==> config.mk <==
export PLATFORM = sky130hd
export DESIGN_NAME = pci_bus_arbiter
export DESIGN_NICKNAME = d
export VERILOG_FILES = /design/src/rtl/pci_pkg.sv /design/src/rtl/pci_rr_pick.sv /design/src/rtl/pci_bus_arbiter.sv
export SDC_FILE = /design/constraint.sdc
export NUM_CORES = 1
export LEC_CHECK = 0
export ABC_AREA = 1
export BUFFER_PORTS_ARGS = -buffer_cell sky130_fd_sc_hd__buf_2
export CAP_MARGIN = 20
export CORE_UTILIZATION = 60
export DETAILED_ROUTE_END_ITERATION = 6
export GPL_ROUTABILITY_DRIVEN = 0
export PLACE_DENSITY_LB_ADDON = 0.12
export SYNTH_ARGS = -nofsm -noshare
export SYNTH_HDL_FRONTEND = slang
export SYNTH_SLANG_ARGS = --single-unit
==> constraint.sdc <==
create_clock -name Clock -period 3.4 [get_ports Clock]
set_input_delay 0 -clock Clock [delete_from_list [all_inputs] [get_ports Clock]]
set_output_delay 0 -clock Clock [all_outputs]
set_load 0.1 [all_outputs]
==> src/rtl/pci_pkg.sv <==
// Shared types and constants for the PCI bus arbiter.
package pci_pkg;

  typedef enum logic [1:0] {
    TURN  = 2'd0,
    PARK  = 2'd1,
    GRANT = 2'd2,
    BUSY  = 2'd3
  } arb_state_t;

  localparam logic ASSERTED   = 1'b0;
  localparam logic DEASSERTED = 1'b1;

  function automatic int ow_of(input int n);
    return (n > 1) ? $clog2(n) : 1;
  endfunction

endpackage

==> src/rtl/pci_rr_pick.sv <==
// Round-robin priority search: first asserted (low) Req starting at the pointer.
module pci_rr_pick
  import pci_pkg::*;
#(
  parameter  int N_MASTERS = 4,
  localparam int OW        = ow_of(N_MASTERS)
) (
  input  logic [N_MASTERS-1:0] i_req_n,
  input  logic [OW-1:0]        i_ptr,
  output logic [OW-1:0]        o_winner,
  output logic                 o_any_req
);

  logic        w_found;
  int unsigned w_idx;

  always_comb begin
    w_found  = 1'b0;
    w_idx    = 0;
    o_winner = '0;
    for (int unsigned k = 0; k < N_MASTERS; k++) begin
      w_idx = 32'(i_ptr) + k;
      if (w_idx >= N_MASTERS) w_idx = w_idx - N_MASTERS;
      if (!w_found && i_req_n[w_idx] == ASSERTED) begin
        w_found  = 1'b1;
        o_winner = OW'(w_idx);
      end
    end
    o_any_req = w_found;
  end

endmodule

==> src/rtl/pci_bus_arbiter.sv <==
// Central round-robin arbiter for the shared PCI bus: turnaround, parking,
// and revocation of unused grants.
module pci_bus_arbiter
  import pci_pkg::*;
#(
  parameter  int N_MASTERS   = 4,
  parameter  int PARK_MASTER = 0,
  parameter  int GNT_TIMEOUT = 16,
  localparam int OW          = ow_of(N_MASTERS)
) (
  input  logic                 Clock,
  input  logic                 RST,
  input  logic [N_MASTERS-1:0] Req,
  input  logic                 Frame,
  input  logic                 Irdy,
  output logic [N_MASTERS-1:0] Gnt,
  output logic [OW-1:0]        Owner,
  output logic                 BusIdle,
  output logic                 GntTimeout
);

  localparam int              CW        = $clog2(GNT_TIMEOUT) + 1;
  localparam logic [OW-1:0]   PARK_IDX  = OW'(PARK_MASTER);
  localparam logic [OW-1:0]   LAST_IDX  = OW'(N_MASTERS - 1);
  localparam logic [CW-1:0]   CNT_LIMIT = CW'(GNT_TIMEOUT - 1);

  arb_state_t           r_state, w_state_nxt;
  logic [OW-1:0]        r_owner, w_owner_nxt;
  logic [OW-1:0]        r_rr_ptr, w_rr_nxt;
  logic [CW-1:0]        r_cnt, w_cnt_nxt;
  logic [N_MASTERS-1:0] r_gnt, w_gnt_nxt;
  logic                 r_timeout, w_timeout_nxt;
  logic                 r_bus_idle;

  logic [OW-1:0]        w_winner;
  logic                 w_any_req;
  logic                 w_other_req;
  logic [OW-1:0]        w_owner_inc;

  pci_rr_pick #(
    .N_MASTERS(N_MASTERS)
  ) u_pick (
    .i_req_n  (Req),
    .i_ptr    (r_rr_ptr),
    .o_winner (w_winner),
    .o_any_req(w_any_req)
  );

  always_comb begin
    w_other_req = 1'b0;
    for (int unsigned k = 0; k < N_MASTERS; k++) begin
      if (k != PARK_MASTER && Req[k] == ASSERTED) w_other_req = 1'b1;
    end
  end

  assign w_owner_inc = (r_owner == LAST_IDX) ? '0 : r_owner + 1'b1;

  always_comb begin
    w_state_nxt   = r_state;
    w_owner_nxt   = r_owner;
    w_rr_nxt      = r_rr_ptr;
    w_cnt_nxt     = r_cnt;
    w_timeout_nxt = 1'b0;
    case (r_state)
      TURN: begin
        if (w_any_req) begin
          w_owner_nxt = w_winner;
          w_state_nxt = GRANT;
          w_cnt_nxt   = '0;
        end else begin
          w_owner_nxt = PARK_IDX;
          w_state_nxt = PARK;
        end
      end
      PARK: begin
        if (Frame == ASSERTED)  w_state_nxt = BUSY;
        else if (w_other_req)   w_state_nxt = TURN;
      end
      GRANT: begin
        w_cnt_nxt = (r_cnt == '1) ? r_cnt : r_cnt + 1'b1;
        // Frame wins over withdrawal and timeout in the same cycle.
        if (Frame == ASSERTED) begin
          w_state_nxt = BUSY;
          w_rr_nxt    = w_owner_inc;
        end else if (Req[r_owner] == DEASSERTED) begin
          w_state_nxt = TURN;
        end else if (r_cnt == CNT_LIMIT) begin
          w_state_nxt   = TURN;
          w_rr_nxt      = w_owner_inc;
          w_timeout_nxt = 1'b1;
        end
      end
      BUSY: begin
        if (Frame == DEASSERTED && Irdy == DEASSERTED) w_state_nxt = TURN;
      end
      default: w_state_nxt = TURN;
    endcase
  end

  // Gnt is registered from the next state so it lines up with the state it reflects.
  always_comb begin
    w_gnt_nxt = '1;
    case (w_state_nxt)
      PARK:        w_gnt_nxt[PARK_IDX]    = ASSERTED;
      GRANT, BUSY: w_gnt_nxt[w_owner_nxt] = ASSERTED;
      default:     w_gnt_nxt = '1;
    endcase
  end

  always_ff @(posedge Clock or posedge RST) begin
    if (RST) begin
      r_state    <= TURN;
      r_owner    <= PARK_IDX;
      r_rr_ptr   <= '0;
      r_cnt      <= '0;
      r_gnt      <= '1;
      r_timeout  <= 1'b0;
      r_bus_idle <= 1'b1;
    end else begin
      r_state    <= w_state_nxt;
      r_owner    <= w_owner_nxt;
      r_rr_ptr   <= w_rr_nxt;
      r_cnt      <= w_cnt_nxt;
      r_gnt      <= w_gnt_nxt;
      r_timeout  <= w_timeout_nxt;
      r_bus_idle <= Frame & Irdy;
    end
  end

  assign Gnt        = r_gnt;
  assign Owner      = r_owner;
  assign BusIdle    = r_bus_idle;
  assign GntTimeout = r_timeout;

endmodule

# == Word level (Yosys, flattened, before mapping) ==
# Cells that the tools add are included.
# word_totals
ff_bits,17
romBits,0
inputBits,8
word_cells,107
latchBits,0
mem_bits_rw,0
memories,0
# classes
n_lt_le_gt_ge,11
n_mux,50
n_addsub,9
n_shift,0
div,0
n_mul,0
reduce_logical,12
eq_ne,13
bitwise,5
# ops
op,count
less-than comparator 32 x 3 -> 1 bit (second input constant),4
2-to-1 mux 32 bit,4
greater-or-equal comparator 32 x 3 -> 1 bit (second input constant),3
subtractor 32 x 3 -> 32 bit (second input constant),3
2-to-1 mux 2 bit,17
2-to-1 mux 1 bit,17
binary-select mux 1 bit (select 2 bit),5
equality test 2 bit (second input constant),5
2-to-1 mux 5 bit,2
case mux 5 bit (2 select lines),1
case mux 2 bit (4 select lines),1
adder 2 x 2 -> 3 bit (second input constant),2
less-than comparator 2 x 3 -> 1 bit (second input constant),2
AND reduction 3 bit,2
adder 5 x 1 -> 5 bit (second input constant),1
equality test 5 x 4 -> 1 bit (second input constant),1
equality test 5 bit (second input constant),1
logical AND 1 bit,5
equality test 2 x 1 -> 1 bit (second input constant),2
!= test 2 x 1 -> 1 bit (second input constant),2
!= test 2 bit (second input constant),2
NOT 4 bit,1
subtractor 2 x 3 -> 4 bit (second input constant),1
adder 2 x 1 -> 3 bit (second input constant),1
12 further kinds,15

# == Logic depth before layout (Yosys ltp) ==
# logic_depth
depth_word,22
depth_mapped,14

# == Cells and area by module ==
# From an unflattened synthesis, not the netlist that was laid out.
# unflattened
cells_unflattened,179
hier_area_um2,1196.1
# by_module_without_submodules
mod,area_per_inst_um2,n_inst,cells_each,seq_area_each_um2
pci_bus_arbiter,874.6,1,109,431.7
pci_rr_pick,321.6,1,70,0.0

# == Worst setup path after synthesis ==
# OpenSTA, ideal clock, no wires.
# synth_path
path_type,reg2reg
startpoint,"reg r_owner[0], in the netlist Owner[0]"
endpoint,"reg r_gnt[0], in the netlist Gnt[0]"
t_arrival_ps,1854
slack_ps,1485
stages_incl_launch_ff,11
required_time_ps,3339
path_buffers,0
setup_time_ps,61
synth_period_minus_slack_ps,1915
cell_sequence,dfrtp_1 -> inv_1 -> nand2_1 -> nand3_1 -> nand2_1 -> nand2_1 -> nand3_1 -> nand2_1 -> nor2_4 -> nand3_1 -> nand3_2
# synth_via
elab_chain_len,8
# synth_rtl
element,line_no,source
from (decl),pci_bus_arbiter.sv:28,"logic [OW-1:0] r_owner, w_owner_nxt;"
from (signal assigned),pci_bus_arbiter.sv:121,r_owner <= w_owner_nxt;
binary-select mux 1 bit (select 2 bit) *,pci_bus_arbiter.sv:85,end else if (Req[r_owner] == DEASSERTED) begin
2-to-1 mux 1 bit (implied by the code) *,pci_bus_arbiter.sv:85,
2-to-1 mux 2 bit *,pci_bus_arbiter.sv:85,
2-to-1 mux 2 bit *,pci_bus_arbiter.sv:82,if (Frame == ASSERTED) begin
case mux 2 bit (4 select lines) *,pci_bus_arbiter.sv:64,case (r_state)
named net w_state_nxt[1],pci_bus_arbiter.sv:27,"arb_state_t r_state, w_state_nxt;"
equality test 2 bit,pci_bus_arbiter.sv:103,case (w_state_nxt)
OR reduction 2 bit,pci_bus_arbiter.sv:103,
case mux 1 bit (2 select lines) *,pci_bus_arbiter.sv:103,
named net w_gnt_nxt[0],pci_bus_arbiter.sv:31,"logic [N_MASTERS-1:0] r_gnt, w_gnt_nxt;"
to (signal assigned),pci_bus_arbiter.sv:124,r_gnt <= w_gnt_nxt;
to (decl),pci_bus_arbiter.sv:31,
# The timed path passes the listed nets; every way through them passes the cells marked *. The select of a mux whose other input is x is not followed.
# A chain may end at the register's enable or synchronous reset.

# == Final worst setup path ==
# layout_path
startpoint,reg r_cnt[0]
endpoint,"reg r_gnt[0], in the netlist Gnt[0]"
# layout_via
elab_chain_len,8
# layout_rtl
element,line_no,source
from (decl),pci_bus_arbiter.sv:30,"logic [CW-1:0] r_cnt, w_cnt_nxt;"
from (signal assigned),pci_bus_arbiter.sv:123,r_cnt <= w_cnt_nxt;
equality test 5 x 4 -> 1 bit *,pci_bus_arbiter.sv:87,end else if (r_cnt == CNT_LIMIT) begin
2-to-1 mux 2 bit *,pci_bus_arbiter.sv:87,
2-to-1 mux 2 bit *,pci_bus_arbiter.sv:85,
2-to-1 mux 2 bit *,pci_bus_arbiter.sv:82,
case mux 2 bit (4 select lines) *,pci_bus_arbiter.sv:64,
named net w_state_nxt[1],pci_bus_arbiter.sv:27,
equality test 2 bit,pci_bus_arbiter.sv:103,
OR reduction 2 bit,pci_bus_arbiter.sv:103,
case mux 1 bit (2 select lines) *,pci_bus_arbiter.sv:103,
named net w_gnt_nxt[0],pci_bus_arbiter.sv:31,
# The timed path passes the listed nets; every way through them passes the cells marked *.

==> metrics <==
Syn Nets=170; PwrDens=1000 mW/mm²; All-Layer GR Usage=23.8%; CTS Buf Count=3; DRT iter0 DRCs=24; IR drop worst, VDD=621 µV; Seq pwr share=28.4%; CP endpoint kind=flop; Post-synth EDFFs=0; PortBufs=15; Die W=46.3 µm; CTS Hold Bufs=4; async set-reset flop share out of synthesis=100%; area of all sequential standard cells=432 µm²; row count=15; Final ANT Viol Nets=0; Post-synth top cells=nand2_1, inv_1, nand3_1; worst slack, placed=1.68 ns; worst setup path class=flop to flop; Primary FF master, synth=dfrtp_1; crit path DAT=1.98 ns; most frequent cell after synthesis=nand2_1; layout cells sized above 1=26.3%; Req. time, crit path=3.64 ns; setup TNS=0 ns; design area=0.00132 mm²; Tcrit/Tclk final=51.2%; Int Power=559 µW; Worst setup SP type=flop; setup ws final=1.66 ns; die height=46.3 µm; routed vias=1023; Switching Fraction=57.6%; vias per inst=5.01; CTS tree=done; clock root cell=clkbuf_4; post-synth top area cell=dfrtp_1; Clock Path Buffers=2; Mapped Cells=158; H-Tree Depth=1; Switch Pwr=760 µW; Resized cells post-CTS=0; largest net degree at the start of global routing=18; Yosys reg bits=17; non-filler cells, final=204; initial antenna violation count=0; share of the synthesized area in the top cell type=25.6%; library cells used by synthesis=24; Ys Warns=0; clk_lat worst skew=0.29 ns; routed wire length=2170 µm; slew margin rel.=60.2%; setup bufs post-CTS=0; placed cell area=0.00125 mm²; area of the multi-input gates=628 µm²; Max-Cap Viols=0; Cells after DPL=196; Post-DP HPWL=1700 µm; Leakage=0.000722 µW; RSZ-0062 raised after global routing=false; sequential share of the synthesized area=36.7%; Logic pwr share=63.8%; vias in the first global route=905; final-report hold violation count=0; Antenna Cells=0; cell area after synthesis=0.00117 mm²; worst hold slack=0.132 ns; hold crit path type=primary input to flop; Pre-antenna DRT Iters=4; Clk pwr share=7.8%; Total Nets Final=192; DRC Markers=0; Layout fillers=129; Die Area=0.00214 mm²; Mean Syn Cell Area=7.44 µm²; top cells by area, synth=dfrtp_1, nand2_1, dfstp_2; post-DR wirelength/cell=10.6 µm; Fin Clk Skew=0.00945 ns; CP max FO=6; CTS clk-pin slew, worst paths=0.09 ns; GRT overflow=0; clk sinks=17; Syn-to-layout area delta=12.1%; first-pass GRT wire length=3600 µm; FMAX=575 MHz; final setup vio count=0; max-slew violation count=0; Tmin final=1.74 ns; Core Box Area=0.00178 mm²; initial core utilization=65.9%; outcome=finished, final reports clean; worst-margin pin slew=0.596 ns; Ports=16
-- placed cells by master, fill, tap and decap left out --
master	n
nand2_2	9
o21ai_1	1
nand4_1	2
and3_1	1
nand3_1	16
a21oi_1	1
ha_1	4
o21ai_0	3
xor2_1	2
dfrtp_1	12
nor2_2	2
clkinv_2	1
buf_2	15
inv_2	1
dlygate4sd3_1	4
nor2_4	2
inv_1	19
clkbuf_4	3
inv_6	1
nor2_1	9
nor3_1	3
nand2_1	54
dfstp_2	5
nand2_4	5
o211ai_1	1
nand3_2	3
-- per-layer routing --
layer / vias to the layer above / global-route usage (%) / wire length (µm)
li1: 538 / - / -
met1: 466 / 29.6 / 1020
met2: 19 / 40.0 / 1080
met3: 0 / 6.27 / 70
met4: 0 / 7.06 / 0
met5: - / 0 / 0
-- sequential cells by signal, summed over array words and instances, names as in the netlist --
| name | count |
|---|---|
| r_state | 2 |
| BusIdle | 1 |
| Owner | 2 |
| Gnt | 4 |
| r_rr_ptr | 2 |
| r_cnt | 5 |
| GntTimeout | 1 |
-- path summary, 6_finish.rpt --
check	start	end	slack (ns)	cells past startpoint
max	r_cnt[0]	Gnt[0]	1.66	10
min	Req[2]	r_state[0]	0.13	5
max reg2reg	r_cnt[0]	Gnt[0]	1.66	10
min reg2reg	r_cnt[0]	r_cnt[0]	0.55	1
max in group asynchronous	RST	r_rr_ptr[0]	2.70	3
min in group asynchronous	RST	GntTimeout	0.31	3
-- power by group through the flow --
stage                     Clock [µW]  Combinational [µW]  Sequential (µW)
final                            103                 842              375
after global routing             117                 926              385
after CTS                        110                 843              374
after detailed placement           0                 835              379
after global placement             0                 817              373
after floorplan                    0                 527              589
-- cell type report --
class,instances,area share (%)
clock buffer,3,1.71
multi-input combinational,118,47.7
timing repair buffer,19,8.74
tap,25,2.37
inverter,21,6.36
clock inverter,1,0.380
sequential,17,32.8
-- cell families (layout without fill, tap and decap cells) --
kind of cell | count (synthesis) | count (layout) | share of synthesized area (%)
flops | 17 | 17 | 36.7
buf+inv | 23 | 44 | 9.80
compound gates | 6 | 6 | 2.77
simple gates | 106 | 106 | 44.9
xor+xnor | 2 | 2 | 1.49
fa+ha+maj | 4 | 4 | 4.26
-- per-stage QoR --
step | util (%) | total power (µW)
6_report | 73.9 | 1320
5_1_grt | 73.9 | 1430
4_1_cts | 73.9 | 1330
3_5_place_dp | 70.1 | 1210
3_3_place_gp | 70.1 | 1190
2_1_floorplan | - | 1120
-- worst max-delay path: stages (launching register included) --
cell     delay [ns]
dfrtp_1        0.41
ha_1           0.22
and3_1         0.21
ha_1           0.20
nor2_1         0.10
nand2_1        0.06
nand3_1        0.07
nand2_1        0.09
nor2_4         0.15
nand3_1        0.10
nand3_2        0.08
(Power assumes the default switching activity.)
